## config.mk

```make
export PLATFORM = sky130hd
export DESIGN_NAME = mem_arbiter_flat
export DESIGN_NICKNAME = d
export VERILOG_FILES = /design/src/rtl/mem_arbiter_if.sv /design/src/rtl/mem_arbiter.sv /design/src/flat_wrapper.sv
export SDC_FILE = /design/constraint.sdc
export NUM_CORES = 1
export LEC_CHECK = 0
export BUFFER_PORTS_ARGS = -buffer_cell sky130_fd_sc_hd__buf_4
export CORE_UTILIZATION = 50
export DETAILED_ROUTE_END_ITERATION = 8
export GPL_TIMING_DRIVEN = 1
export PLACE_DENSITY = 0.82
export SYNTH_ARGS = -nofsm -noshare
export SYNTH_HDL_FRONTEND = slang
export SYNTH_SLANG_ARGS = --single-unit
```

## constraint.sdc

```tcl
create_clock -name clk -period 3.8 [get_ports clk]
set_input_delay 0.38 -clock clk [delete_from_list [all_inputs] [get_ports clk]]
set_output_delay 0.38 -clock clk [all_outputs]
set_load 0.01 [all_outputs]
```

## src/rtl/mem_arbiter_if.sv

```systemverilog
// Bus bundle for mem_arbiter: fetch port, data port and the shared memory port.
// The arbiter takes the master modport (it masters the memory); requesters and memory use slave.
interface mem_arbiter_if;
  logic        if_req;
  logic [15:0] if_addr;
  logic [15:0] if_rdata;
  logic        if_valid;
  logic        if_err;
  logic        dm_req;
  logic        dm_we;
  logic [15:0] dm_addr;
  logic [15:0] dm_wdata;
  logic [15:0] dm_rdata;
  logic        dm_valid;
  logic        dm_err;
  logic        mem_en;
  logic        mem_we;
  logic [15:0] mem_addr;
  logic [15:0] mem_wdata;
  logic [15:0] mem_rdata;
  logic        mem_ready;

  modport master (
    input  if_req, if_addr, dm_req, dm_we, dm_addr, dm_wdata, mem_rdata, mem_ready,
    output if_rdata, if_valid, if_err, dm_rdata, dm_valid, dm_err,
           mem_en, mem_we, mem_addr, mem_wdata
  );

  modport slave (
    output if_req, if_addr, dm_req, dm_we, dm_addr, dm_wdata, mem_rdata, mem_ready,
    input  if_rdata, if_valid, if_err, dm_rdata, dm_valid, dm_err,
           mem_en, mem_we, mem_addr, mem_wdata
  );
endinterface

```

## src/rtl/mem_arbiter.sv

```systemverilog
// Two-requester memory arbiter: data port has priority, fetch is served after
// STARVE_MAX consecutive data grants; accesses abort after TIMEOUT wait cycles.
module mem_arbiter #(
  parameter int unsigned STARVE_MAX = 3,
  parameter int unsigned TIMEOUT    = 15
) (
  input  logic          clk,
  input  logic          rst,
  mem_arbiter_if.master bus
);
  localparam int unsigned SW = 4;
  localparam int unsigned WW = 8;
  localparam int unsigned DW = 16;

  typedef enum logic [1:0] {IDLE, ACC_IF, ACC_DM, DONE} state_t;

  state_t          r_state;
  logic [SW-1:0]   r_starve_cnt;
  logic [WW-1:0]   r_wait_cnt;
  logic            r_mem_en;
  logic            r_mem_we;
  logic [DW-1:0]   r_mem_addr;
  logic [DW-1:0]   r_mem_wdata;
  logic [DW-1:0]   r_if_rdata;
  logic [DW-1:0]   r_dm_rdata;
  logic            r_if_valid;
  logic            r_if_err;
  logic            r_dm_valid;
  logic            r_dm_err;
  logic            w_grant_if;

  // Fetch wins only when data is absent or fetch has been starved long enough.
  assign w_grant_if = bus.if_req && (!bus.dm_req || (r_starve_cnt == SW'(STARVE_MAX)));

  always_ff @(posedge clk or posedge rst) begin
    if (rst) begin
      r_state      <= IDLE;
      r_starve_cnt <= '0;
      r_wait_cnt   <= '0;
      r_mem_en     <= 1'b0;
      r_mem_we     <= 1'b0;
      r_mem_addr   <= '0;
      r_mem_wdata  <= '0;
      r_if_rdata   <= '0;
      r_dm_rdata   <= '0;
      r_if_valid   <= 1'b0;
      r_if_err     <= 1'b0;
      r_dm_valid   <= 1'b0;
      r_dm_err     <= 1'b0;
    end else begin
      r_if_valid <= 1'b0;
      r_if_err   <= 1'b0;
      r_dm_valid <= 1'b0;
      r_dm_err   <= 1'b0;
      case (r_state)
        IDLE: begin
          if (w_grant_if) begin
            r_state      <= ACC_IF;
            r_mem_en     <= 1'b1;
            r_mem_we     <= 1'b0;
            r_mem_addr   <= bus.if_addr;
            r_mem_wdata  <= '0;
            r_wait_cnt   <= '0;
            r_starve_cnt <= '0;
          end else if (bus.dm_req) begin
            r_state     <= ACC_DM;
            r_mem_en    <= 1'b1;
            r_mem_we    <= bus.dm_we;
            r_mem_addr  <= bus.dm_addr;
            r_mem_wdata <= bus.dm_wdata;
            r_wait_cnt  <= '0;
            // Counter stays below STARVE_MAX here, so this saturates naturally.
            if (bus.if_req) r_starve_cnt <= r_starve_cnt + SW'(1);
          end
        end
        ACC_IF, ACC_DM: begin
          if (bus.mem_ready) begin
            r_state  <= DONE;
            r_mem_en <= 1'b0;
            if (r_state == ACC_IF) begin
              r_if_valid <= 1'b1;
              r_if_rdata <= bus.mem_rdata;
            end else begin
              r_dm_valid <= 1'b1;
              if (!r_mem_we) r_dm_rdata <= bus.mem_rdata;
            end
          end else begin
            r_wait_cnt <= r_wait_cnt + WW'(1);
            if (r_wait_cnt == WW'(TIMEOUT - 1)) begin
              r_state  <= DONE;
              r_mem_en <= 1'b0;
              if (r_state == ACC_IF) r_if_err <= 1'b1;
              else                   r_dm_err <= 1'b1;
            end
          end
        end
        DONE:    r_state <= IDLE;
        default: r_state <= IDLE;
      endcase
    end
  end

  assign bus.mem_en    = r_mem_en;
  assign bus.mem_we    = r_mem_we;
  assign bus.mem_addr  = r_mem_addr;
  assign bus.mem_wdata = r_mem_wdata;
  assign bus.if_rdata  = r_if_rdata;
  assign bus.if_valid  = r_if_valid;
  assign bus.if_err    = r_if_err;
  assign bus.dm_rdata  = r_dm_rdata;
  assign bus.dm_valid  = r_dm_valid;
  assign bus.dm_err    = r_dm_err;
endmodule

```

## src/flat_wrapper.sv

```systemverilog
// flat-port wrapper written by rule: the top's interface ports become plain ports
module mem_arbiter_flat 
#(
  parameter int unsigned STARVE_MAX = 3,
  parameter int unsigned TIMEOUT    = 15
)
  (clk, rst, bus_if_req, bus_if_addr, bus_dm_req, bus_dm_we, bus_dm_addr, bus_dm_wdata, bus_mem_rdata, bus_mem_ready, bus_if_rdata, bus_if_valid, bus_if_err, bus_dm_rdata, bus_dm_valid, bus_dm_err, bus_mem_en, bus_mem_we, bus_mem_addr, bus_mem_wdata);
  mem_arbiter_if bus_i ();
  input  logic clk;
  input  logic rst;
  input wire logic [$bits(bus_i.if_req)-1:0] bus_if_req;
  input wire logic [$bits(bus_i.if_addr)-1:0] bus_if_addr;
  input wire logic [$bits(bus_i.dm_req)-1:0] bus_dm_req;
  input wire logic [$bits(bus_i.dm_we)-1:0] bus_dm_we;
  input wire logic [$bits(bus_i.dm_addr)-1:0] bus_dm_addr;
  input wire logic [$bits(bus_i.dm_wdata)-1:0] bus_dm_wdata;
  input wire logic [$bits(bus_i.mem_rdata)-1:0] bus_mem_rdata;
  input wire logic [$bits(bus_i.mem_ready)-1:0] bus_mem_ready;
  output wire logic [$bits(bus_i.if_rdata)-1:0] bus_if_rdata;
  output wire logic [$bits(bus_i.if_valid)-1:0] bus_if_valid;
  output wire logic [$bits(bus_i.if_err)-1:0] bus_if_err;
  output wire logic [$bits(bus_i.dm_rdata)-1:0] bus_dm_rdata;
  output wire logic [$bits(bus_i.dm_valid)-1:0] bus_dm_valid;
  output wire logic [$bits(bus_i.dm_err)-1:0] bus_dm_err;
  output wire logic [$bits(bus_i.mem_en)-1:0] bus_mem_en;
  output wire logic [$bits(bus_i.mem_we)-1:0] bus_mem_we;
  output wire logic [$bits(bus_i.mem_addr)-1:0] bus_mem_addr;
  output wire logic [$bits(bus_i.mem_wdata)-1:0] bus_mem_wdata;
  assign bus_i.if_req = bus_if_req;
  assign bus_i.if_addr = bus_if_addr;
  assign bus_i.dm_req = bus_dm_req;
  assign bus_i.dm_we = bus_dm_we;
  assign bus_i.dm_addr = bus_dm_addr;
  assign bus_i.dm_wdata = bus_dm_wdata;
  assign bus_i.mem_rdata = bus_mem_rdata;
  assign bus_i.mem_ready = bus_mem_ready;
  assign bus_if_rdata = bus_i.if_rdata;
  assign bus_if_valid = bus_i.if_valid;
  assign bus_if_err = bus_i.if_err;
  assign bus_dm_rdata = bus_i.dm_rdata;
  assign bus_dm_valid = bus_i.dm_valid;
  assign bus_dm_err = bus_i.dm_err;
  assign bus_mem_en = bus_i.mem_en;
  assign bus_mem_we = bus_i.mem_we;
  assign bus_mem_addr = bus_i.mem_addr;
  assign bus_mem_wdata = bus_i.mem_wdata;
  mem_arbiter #(.STARVE_MAX(STARVE_MAX), .TIMEOUT(TIMEOUT)) u_core (.clk(clk), .rst(rst), .bus(bus_i));
endmodule
```

==> results.ini <==
[grt]
grt_pass1_wl_um = 13200
grt-ovfl-total = 0
grt_max_degree = 67
antenna_found_initial = 0
grt_pass1_vias = 2807
grt_usage = 0.228

[clock_network]
cts_sinks = 84
post_cts_resized = 0
clockBufferDepth = 2
htreeDepth = 3
root_buffer = clkbuf_8
clkTransAtPathRegs_ns = 0.10
post_cts_buffers = 0
cts_tree = yes
hold_buffers = 0
cts_buffers = 9
clock_latency_ns = 0.35

[power_and_ir_drop]
combPwrFrac = 0.441
p_leak_nw = 2.37
clkPwrFrac = 0.164
ir_drop_v = 0.000361
power.internal_mw = 2.52
total_power_mw = 3.94
cellPowerDensity_nw_per_um2 = 796
seq_power_share = 0.395
switching_share = 0.360
power.switching_mw = 1.42

[cells_and_area]
postLayoutCoreUtil = 0.716
drive_gt1_frac = 0.430
num-nets-final = 535
stdcell_count = 559
n_antenna_cell = 0
area_growth_syn_to_layout_pct = 36.8
fillers = 535

[logic_synthesis]
synth_area_um2 = 3620
synth_edf_count = 0
synth-seq-cells = 84
yosysSeqAreaShare = 0.581
synth_cell_types = 36
syn_avg_cell_area_um2 = 11.3
syn-num-nets = 396
synth_top_cells_by_area = dfrtp_1, mux2_2, mux2i_1
synthArstFlopShare = 1.00
yosys-top-cells-count = dfrtp_1, nand2_1, mux2_2
yosys_warnings = 0
syn_inst = 319
synth_top_cell_by_area = dfrtp_1
yosysMostFrequentCell = dfrtp_1
ys.flop_type = dfrtp_1
synth_top_area_frac = 0.581

[timing]
fin_crit_sh = 0.672
fin_skew_ns = 0.0149
rsz0062_at_grt = false
tightestPinTransition_ns = 1.31
final_hold_viol_count = 0
period_needed_ns = 2.55
fmax_mhz = 391
slew_headroom = 0.120
slew_viol_final = 0
setup-violations-final = 0
tns_ns = 0

[run_status]
status = finished, final reports clean

[worst_setup_path]
worstPathCellList = ha_1 > or3b_2 > a21boi_4 > a21oi_1 > mux2_2
crit_buf_inv = 0
startpoint = u_core.r_starve_cnt[0]
rr_endpoint = u_core.r_state[1]
cp.depth = 5
reg2reg_from = u_core.r_starve_cnt[0]
cp-end-kind = flop
critPathCapture = u_core.r_state[1]
required_ns = 4.03
worstPathArrival_ns = 2.78
critPathKind = reg2reg
critPathLaunchType = flop
regToRegSetupSlack_ns = 1.25
critPathSlowestCell = a21boi_4
reg2reg_depth = 5
slowest_delay_ns = 0.84
critPathMaxFanout = 35
crit_family = compound AO/OA/AOI/OAI gates

[floorplan]
fp.dieW_um = 87.1
rows = 30
dieArea_um2 = 7580
fp.coreArea_um2 = 6910
die_y_um = 87.1
start_util = 0.524
pin_count = 140

[detailed_routing]
routed_wl_um = 8230
vias = 2829
drtIter0Drc = 126
first_pass_iters = 4
detail-route-antenna-nets = 0
drt-vias-per-instance = 5.06
drc = 0
wl_per_cell_um = 14.7

[place]
dpl.cell_count = 543
dp.final_hpwl_um = 6010
io_buffers = 139
gp_congestion = 0.760

[hold_path]
worstHoldPathType = in2async

[job]
cap_violations = 0

## power groups by stage
stage	Clock [mW]	Sequential, mW	Combinational, mW
floorplan	0	1.69	0.820
global placement	0	1.55	1.70
detailed placement	0	1.57	1.76
CTS	0.658	1.56	1.76
global route	0.699	1.61	1.91
finish	0.645	1.56	1.74
## cell families after synthesis
family	share of synthesized area
flip-flops	0.581
adder cells (fa/ha/maj)	0.0242
AO/OA/AOI/OAI	0.0837
XOR/XNOR	0.00726
buffers and inverters	0.0252
AND/OR/NAND/NOR	0.126
multiplexers	0.152
## final cells by class
cell class | count | area (µm²) | area share
well taps | 96 | 120 | 0.0243
inverters | 6 | 23.8 | 0.00480
repair buffers | 142 | 1070 | 0.215
clock buffers | 10 | 128 | 0.0258
flip-flops and latches | 84 | 2100 | 0.425
multi-input cells | 215 | 1440 | 0.290
clock inverters | 6 | 72.6 | 0.0147
## cell usage in the layout, fill, tap and decap left out
cell and count:
buf_4 142, dfrtp_1 84, nand2_1 46, mux2_2 33, nor2_1 24, o21ai_0 24, a21oi_1 23, mux2i_1 18
clkbuf_8 9, ha_1 7, inv_1 5, nand3_1 5, nor3_1 4, xnor2_1 3, nor4_1 3, clkinvlp_4 3
or3b_2 2, nor2b_1 2, or4_1 2, a21o_1 2, a22o_1 2, o31ai_1 2, or3_1 2, o21a_1 1
a21boi_4 1, o21ai_1 1, nor3_2 1, nor3b_2 1, nand4b_1 1, or2_2 1, and2_4 1, nor4b_1 1
or4_4 1, and3_1 1, clkinv_2 1, inv_6 1, inv_8 1, clkbuf_1 1, bufinv_16 1
## through the flow
| step | hold WS (ns) | instance area (µm²) | worst slack (ns) |
|---|---|---|---|
| finish | 0.253 | 4950 | 1.25 |
| floorplan | 0.476 | 3620 | 1.25 |
| CTS | 0.252 | 4950 | 1.23 |
| global placement | 0.464 | 4750 | 1.32 |
| detailed placement | 0.471 | 4750 | 1.25 |
| global route | 0.248 | 4950 | 1.09 |
## how the worst min path moves through the flow
stage	from	to	slack [ns]	cells past startpoint
3_3_place_gp	u_core.bus.mem_wdata[13]	u_core.bus.mem_wdata[13]	0.46	2
5_1_grt	bus_mem_rdata[11]	u_core.bus.dm_rdata[11]	0.25	2
4_1_cts	bus_mem_rdata[14]	u_core.bus.if_rdata[14]	0.25	2
3_5_place_dp	u_core.bus.mem_wdata[5]	u_core.bus.mem_wdata[5]	0.47	2
6_report	rst	u_core.bus.dm_rdata[0]	0.25	2
2_1_floorplan	u_core.r_starve_cnt[1]	u_core.r_starve_cnt[1]	0.48	2
## routing by layer
layer,wire (µm),vias to the layer above,part of all wire,track usage
met5,0,-,0,0
met4,100,0,0.012,0.0742
met3,584,6,0.071,0.0739
met2,4110,101,0.50,0.387
met1,3430,1346,0.42,0.276
li1,-,1376,-,-
## registers in the layout (all words and copies together), names as in the netlist
signal                count
u_core.r_starve_cnt       4
u_core.bus.mem_addr      16
u_core.bus.if_valid       1
u_core.bus.mem_wdata     16
u_core.r_wait_cnt         8
u_core.bus.dm_valid       1
u_core.bus.mem_en         1
u_core.bus.mem_we         1
u_core.bus.if_err         1
u_core.bus.if_rdata      16
u_core.bus.dm_rdata      16
u_core.bus.dm_err         1
u_core.r_state            2
Power figures use the tool's default switching activity.
